$ cat config.mk
export PLATFORM = sky130hd
export DESIGN_NAME = ecg_stage_sequencer
export DESIGN_NICKNAME = d
export VERILOG_FILES = /design/src/rtl/ecg_pkg.sv /design/src/rtl/ecg_watchdog.sv /design/src/rtl/ecg_stage_sequencer.sv
export SDC_FILE = /design/constraint.sdc
export NUM_CORES = 1
export LEC_CHECK = 0
export ABC_AREA = 1
export CORE_MARGIN = 2
export CORE_UTILIZATION = 44
export CTS_BUF_LIST = sky130_fd_sc_hd__clkbuf_4 sky130_fd_sc_hd__clkbuf_8
export DETAILED_ROUTE_END_ITERATION = 10
export PLACE_DENSITY = 0.73
export REMOVE_ABC_BUFFERS = 1
export SYNTH_ARGS = -nofsm -noshare
export SYNTH_HDL_FRONTEND = slang
export SYNTH_SLANG_ARGS = --single-unit
$ cat constraint.sdc
create_clock -name clk -period 1.8 [get_ports clk]
set_input_delay 0.18 -clock clk [delete_from_list [all_inputs] [get_ports clk]]
set_output_delay 0.18 -clock clk [all_outputs]
set_load 0.02 [all_outputs]
$ cat src/rtl/ecg_pkg.sv
// Shared definitions for the ECG controller blocks.
package ecg_pkg;

  localparam int unsigned STATE_W    = 3;
  localparam int unsigned BEAT_CNT_W = 16;

  typedef enum logic [STATE_W-1:0] {
    ST_IDLE   = 3'd0,
    ST_FILTER = 3'd1,
    ST_DETECT = 3'd2,
    ST_OUTPUT = 3'd3,
    ST_ERROR  = 3'd4
  } state_t;

endpackage

$ cat src/rtl/ecg_watchdog.sv
// Cycle watchdog: counts enabled cycles since the last clear and flags
// expiry on the TIMEOUT-th enabled cycle.
module ecg_watchdog #(
  parameter int unsigned TIMEOUT = 1023
) (
  input  logic clk,
  input  logic rst,
  input  logic clear,
  input  logic enable,
  output logic expired
);

  localparam int unsigned CNT_W = $clog2(TIMEOUT + 1);
  localparam logic [CNT_W-1:0] LAST = CNT_W'(TIMEOUT - 1);

  logic [CNT_W-1:0] count;

  // count holds completed cycles, so the current cycle is number count+1;
  // expiry is therefore reported while count==TIMEOUT-1, saturating there
  always_ff @(posedge clk or posedge rst) begin
    if (rst) begin
      count <= '0;
    end else if (clear) begin
      count <= '0;
    end else if (enable && count != LAST) begin
      count <= count + 1'b1;
    end
  end

  assign expired = enable && (count == LAST);

endmodule

$ cat src/rtl/ecg_stage_sequencer.sv
// Per-sample scheduler: sequences each ADC sample through filter, beat
// detector and output handshake, tracking frame index, beat count and
// sticky overrun/timeout status.
module ecg_stage_sequencer
  import ecg_pkg::*;
#(
  parameter int unsigned SAMPLE_W  = 12,
  parameter int unsigned FRAME_LEN = 256,
  parameter int unsigned TIMEOUT   = 1023
) (
  input  logic                         clk,
  input  logic                         rst,
  input  logic                         en,
  input  logic                         adc_valid,
  input  logic [SAMPLE_W-1:0]          adc_data,
  output logic                         filt_start,
  output logic [SAMPLE_W-1:0]          filt_data,
  input  logic                         filt_done,
  output logic                         det_start,
  input  logic                         det_done,
  input  logic                         det_beat,
  output logic                         out_valid,
  input  logic                         out_ready,
  output logic                         out_beat,
  output logic [$clog2(FRAME_LEN)-1:0] sample_idx,
  output logic [BEAT_CNT_W-1:0]        beat_count,
  output logic                         frame_done,
  output logic                         overrun,
  output logic                         timeout_err,
  output logic [STATE_W-1:0]           state
);

  localparam int unsigned IDX_W = $clog2(FRAME_LEN);
  localparam logic [IDX_W-1:0] IDX_LAST = IDX_W'(FRAME_LEN - 1);

  state_t st;
  logic   busy;
  logic   wd_event;
  logic   wd_expired;

  assign state = st;
  assign busy  = (st == ST_FILTER) || (st == ST_DETECT) || (st == ST_OUTPUT);

  // The awaited event of each busy state; it always causes a state change,
  // so clearing on it (or while not busy) zeroes the count on every entry.
  assign wd_event = ((st == ST_FILTER) && filt_done) ||
                    ((st == ST_DETECT) && det_done)  ||
                    ((st == ST_OUTPUT) && out_ready);

  ecg_watchdog #(.TIMEOUT(TIMEOUT)) u_watchdog (
    .clk     (clk),
    .rst     (rst),
    .clear   (!busy || wd_event),
    .enable  (busy),
    .expired (wd_expired)
  );

  // Sequencer FSM with registered strobes, counters and sticky status
  always_ff @(posedge clk or posedge rst) begin
    if (rst) begin
      st          <= ST_IDLE;
      filt_start  <= 1'b0;
      filt_data   <= '0;
      det_start   <= 1'b0;
      out_valid   <= 1'b0;
      out_beat    <= 1'b0;
      sample_idx  <= '0;
      beat_count  <= '0;
      frame_done  <= 1'b0;
      overrun     <= 1'b0;
      timeout_err <= 1'b0;
    end else begin
      filt_start <= 1'b0;
      det_start  <= 1'b0;
      frame_done <= 1'b0;

      if (!en && (st == ST_IDLE || st == ST_ERROR)) begin
        overrun     <= 1'b0;
        timeout_err <= 1'b0;
      end
      // a strobe while busy (including the cycle that returns to IDLE) is dropped
      if (adc_valid && st != ST_IDLE) begin
        overrun <= 1'b1;
      end

      case (st)
        ST_IDLE: begin
          if (en && adc_valid) begin
            filt_data  <= adc_data;
            filt_start <= 1'b1;
            st         <= ST_FILTER;
          end
        end
        ST_FILTER: begin
          if (filt_done) begin
            det_start <= 1'b1;
            st        <= ST_DETECT;
          end else if (wd_expired) begin
            timeout_err <= 1'b1;
            out_valid   <= 1'b0;
            out_beat    <= 1'b0;
            st          <= ST_ERROR;
          end
        end
        ST_DETECT: begin
          if (det_done) begin
            out_beat  <= det_beat;
            out_valid <= 1'b1;
            if (det_beat && beat_count != '1) begin
              beat_count <= beat_count + 1'b1;
            end
            st <= ST_OUTPUT;
          end else if (wd_expired) begin
            timeout_err <= 1'b1;
            out_valid   <= 1'b0;
            out_beat    <= 1'b0;
            st          <= ST_ERROR;
          end
        end
        ST_OUTPUT: begin
          if (out_ready) begin
            out_valid <= 1'b0;
            if (sample_idx == IDX_LAST) begin
              sample_idx <= '0;
              frame_done <= 1'b1;
            end else begin
              sample_idx <= sample_idx + 1'b1;
            end
            st <= ST_IDLE;
          end else if (wd_expired) begin
            timeout_err <= 1'b1;
            out_valid   <= 1'b0;
            out_beat    <= 1'b0;
            st          <= ST_ERROR;
          end
        end
        ST_ERROR: begin
          if (!en) begin
            st <= ST_IDLE;
          end
        end
        default: st <= ST_IDLE;
      endcase
    end
  end

endmodule

==> metrics.md <==
| Metric | Value |
|---|---|
| Maximum number of pins on one net before global-route repair | 45 |
| Clock-pin transition on the worst setup and hold timing paths | 0.10 ns |
| Per-instance average area after synthesis | 8.02 um^2 |
| Dominant cell by count in the synthesized netlist | sky130_fd_sc_hd__nand2_1 |
| CP Cell Sequence | clkdlybuf4s50_1 |
| Commonest cells in the netlist | sky130_fd_sc_hd__nand2_1 (140), sky130_fd_sc_hd__dfrtp_1 (56), sky130_fd_sc_hd__inv_1 (32) |
| Power per cell area | 1250 nW/um^2 |
| Quantity of hold-fixing buffers added after cts | 0 |
| Standard-cell rows | 29 |
| Synth unique cells | 29 |
| Final design instance area without fill | 3740 um^2 |
| Number of instances in the synthesized netlist | 358 |
| Ports placed on the boundary | 66 |
| Sw Pwr | 1.78 mW |
| Number of flip-flops and latches in the synthesized netlist | 56 |
| X dimension of the die | 84.8 um |
| Antenna diode count | 0 |
| Placed cell area | 3630 um^2 |
| Beginning of the critical path | state[2] |
| Routed len/inst | 12.2 um |
| Number of max-slew violations in the final report | 0 |
| Critical R2R Launch | beat_count[1] |
| Outcome | completed |
| Maximum number of buffers from clock root to sink | 2 |
| Starting Density | 0.452 |
| Average via count per standard cell | 4.96 |
| Worst slew pin tran | 0.452 ns |
| Internal power | 2.88 mW |
| Worst stage delay on the critical path | 0.66 ns |
| Slack of the worst reg-to-reg path | 0.16 ns |
| Terminus of the critical flop-to-flop path | beat_count[14] |
| Count of flip-flops with a built-in enable after synthesis | 0 |
| Critical path startpoint category | flip-flop |
| Wirelength, routed | 6.22 mm |
| Critical path's slowest cell | sky130_fd_sc_hd__clkdlybuf4s50_1 |
| Cell area after synthesis | 2870 um^2 |
| Area grow syn2layout | 30.1% |
| Final GP Congestion | 0.855 |
| Clock tree from TritonCTS | done |
| Number of nets at the end of the flow | 454 |
| Endpoints failing setup | 0 |
| Seq/Total Area, Yosys | 0.488 |
| Number of H-tree branching levels | 2 |
| Post-place setup slack | 0.190 ns |
| Post-synth top area share | 0.488 |
| Cell type with the largest total area after synthesis | sky130_fd_sc_hd__dfrtp_1 |
| Crit path arrival time | 1.46 ns |
| Clock buffers created by TritonCTS | 5 |
| Multiplexer fraction of the synthesized cell area | 0 |
| Register share of total power | 0.413 |
| Number of warnings printed during yosys synthesis | 0 |
| Main combinational cell family by area after synthesis | simple AND/OR/NAND/NOR gates |
| Maximum fanout along the worst path | 7 |
| Global-route wire length before repair | 11.3 mm |
| First DRT Iteration DRCs | 184 |
| Layout cells sized above 1 | 0.0696 |
| DRC violations left | 0 |
| Sw Ratio | 0.382 |
| Combinational Power Share | 0.410 |
| Final critical-path setup slack | 0.162 ns |
| Die height | 84.8 um |
| Simple-Gate Fraction of Synth Area | 0.328 |
| Post-synth ARST share | 1.00 |
| CP bufs+invs | 1 |
| Clock sink total | 56 |
| Vias in the first global route | 2,569 |
| Final Hold Violating Endpoints | 0 |
| Post-CTS resize count | 0 |
| Highest clock frequency the design can meet | 0.610 GHz |
| Crit path required time | 1.62 ns |
| Cells taking the most area after synthesis | sky130_fd_sc_hd__dfrtp_1 (49%), sky130_fd_sc_hd__nand2_1 (18%), sky130_fd_sc_hd__inv_1 (4.2%) |
| Clock network fraction of total power | 0.177 |
| Most used DFF post-synth | sky130_fd_sc_hd__dfrtp_1 |
| TNS Setup | 0 ns |
| Final worst-path cycle share | 0.910 |
| Fin Clk Skew | 0.0124 ns |
| Complex-gate fraction of the synthesized area | 0.0510 |
| Port Buffers | 65 |
| Die Outline Area | 7190 um^2 |
| Placed wire-length estimate after detailed placement | 4.58 mm |
| Root Buffer Master | sky130_fd_sc_hd__clkbuf_8 |
| Drt pass-1 iters | 4 |
| Via count | 2,519 |
| Total power consumption of the routed design | 4.67 mW |
| Tmin final | 1.64 ns |
| Antenna violations before repair | 0 |
| Family with the most delay on the worst path | buffers and inverters |
| Xor/xnor cell area share of the yosys netlist | 0.0610 |
| Worst hold path type | input pin to async pin |
| Post-CTS repair timing setup buffer count | 0 |
| Pleak | 1.81 nW |
| Path type of the worst setup path | flip-flop to output pin |
| Remaining number of nets flagged by the antenna check after routing | 0 |
| Unrepaired setup endpoints after global routing | false |
| Worst R2R Path Depth | 7 |
| Remaining max-slew budget at the tightest pin | 0.696 |
| Largest voltage drop on the vdd net | 0.000858 V |
| Placeable core area | 6350 um^2 |
| Total overflow reported by the global router | 0 |
| Arithmetic-cell share of the synthesized area counting full adders, half adders and majority gates | 0.0174 |
| GRT Total Usage | 0.191 |
| Clock latency of the later-clocked register in the worst-skew pair | 0.32 ns |
| Kind of capture point of the worst setup path | output pin |
| Number of maximum-capacitance constraint violations | 0 |
==> routing by layer <==
layer / up-vias / global-route usage / share of wire
li1: 1267 / - / -
met1: 1162 / 0.238 / 0.44
met2: 80 / 0.319 / 0.47
met3: 10 / 0.0619 / 0.074
met4: 0 / 0.0519 / 0.016
met5: - / 0 / 0
==> cells in the final DEF, fill, tap and decap left out, types with 4 or more instances in the layout <==
cell / synthesis / final
sky130_fd_sc_hd__nand3_1: 18 / 18
sky130_fd_sc_hd__nor3_1: 7 / 7
sky130_fd_sc_hd__nand2_1: 140 / 140
sky130_fd_sc_hd__xor2_1: 11 / 11
sky130_fd_sc_hd__ha_1: 4 / 4
sky130_fd_sc_hd__a21oi_1: 11 / 11
sky130_fd_sc_hd__clkbuf_8: 0 / 5
sky130_fd_sc_hd__inv_1: 32 / 31
sky130_fd_sc_hd__nor2_1: 28 / 28
sky130_fd_sc_hd__o21ai_0: 10 / 10
sky130_fd_sc_hd__nand4_1: 6 / 6
sky130_fd_sc_hd__clkdlybuf4s50_1: 0 / 65
sky130_fd_sc_hd__dfrtp_1: 56 / 56
sky130_fd_sc_hd__xnor2_1: 9 / 9
==> per-stage QoR <==
| stage | cells | hold WS, ns | util |
|---|---|---|---|
| detailed placement | 500 | 0.466 | 0.571 |
| global placement | 500 | 0.462 | 0.571 |
| finish | 508 | 0.131 | 0.589 |
| global route | 508 | 0.151 | 0.589 |
| floorplan | 354 | 0.290 | - |
| CTS | 508 | 0.136 | 0.589 |
==> flip-flops by register name (all words and copies together), names as in the netlist <==
name,count
overrun,1
u_watchdog.count,10
filt_data,12
state,3
out_beat,1
out_valid,1
filt_start,1
frame_done,1
sample_idx,8
beat_count,16
timeout_err,1
det_start,1
==> cell type report <==
| class | count | area (um^2) |
|---|---|---|
| inverter | 33 | 124 |
| sequential | 56 | 1400 |
| fill | 564 | 2610 |
| tap | 77 | 96.3 |
| timing repair buffer | 69 | 693 |
| multi-input combinational | 265 | 1310 |
| clock inverter | 3 | 42.5 |
| clock buffer | 5 | 68.8 |
==> worst register-to-register path, cell delays in order, from the launching register on <==
cell,delay [ns]
sky130_fd_sc_hd__dfrtp_1,0.42
sky130_fd_sc_hd__ha_1,0.20
sky130_fd_sc_hd__inv_1,0.08
sky130_fd_sc_hd__nor2_4,0.17
sky130_fd_sc_hd__nand3b_4,0.12
sky130_fd_sc_hd__o21bai_4,0.35
sky130_fd_sc_hd__nand2_1,0.13
sky130_fd_sc_hd__nand2_1,0.10
==> power by group through the flow <==
stage	registers [mW]	logic [mW]	clock network, mW
floorplan	2.25	0.744	0
global placement	1.94	1.89	0
detailed placement	1.94	1.93	0
CTS	1.93	1.93	0.854
global route	1.99	2.13	0.906
finish	1.93	1.91	0.826
==> logic make-up (layout without fill, tap and decap cells) <==
kind of cell	Yosys count	after routing
adders and majority gates	4	4
AOI/OAI and AO/OA	25	25
and+or+nand+nor	216	216
buffers and inverters	37	110
xor gates and xnor gates	20	20
DFF	56	56
==> how the worst max path moves through the flow <==
stage	endpoint	slack, ns	depth (start not counted)
after floorplan	beat_count[0]	0.24	7
after CTS	beat_count[14]	0.12	7
after global placement	timeout_err	0.21	6
after global routing	u_watchdog.count[0]	0.003	9
after detailed placement	timeout_err	0.19	6
final	state[2]	0.16	1
No activity file was read; power rests on OpenSTA's default activity.
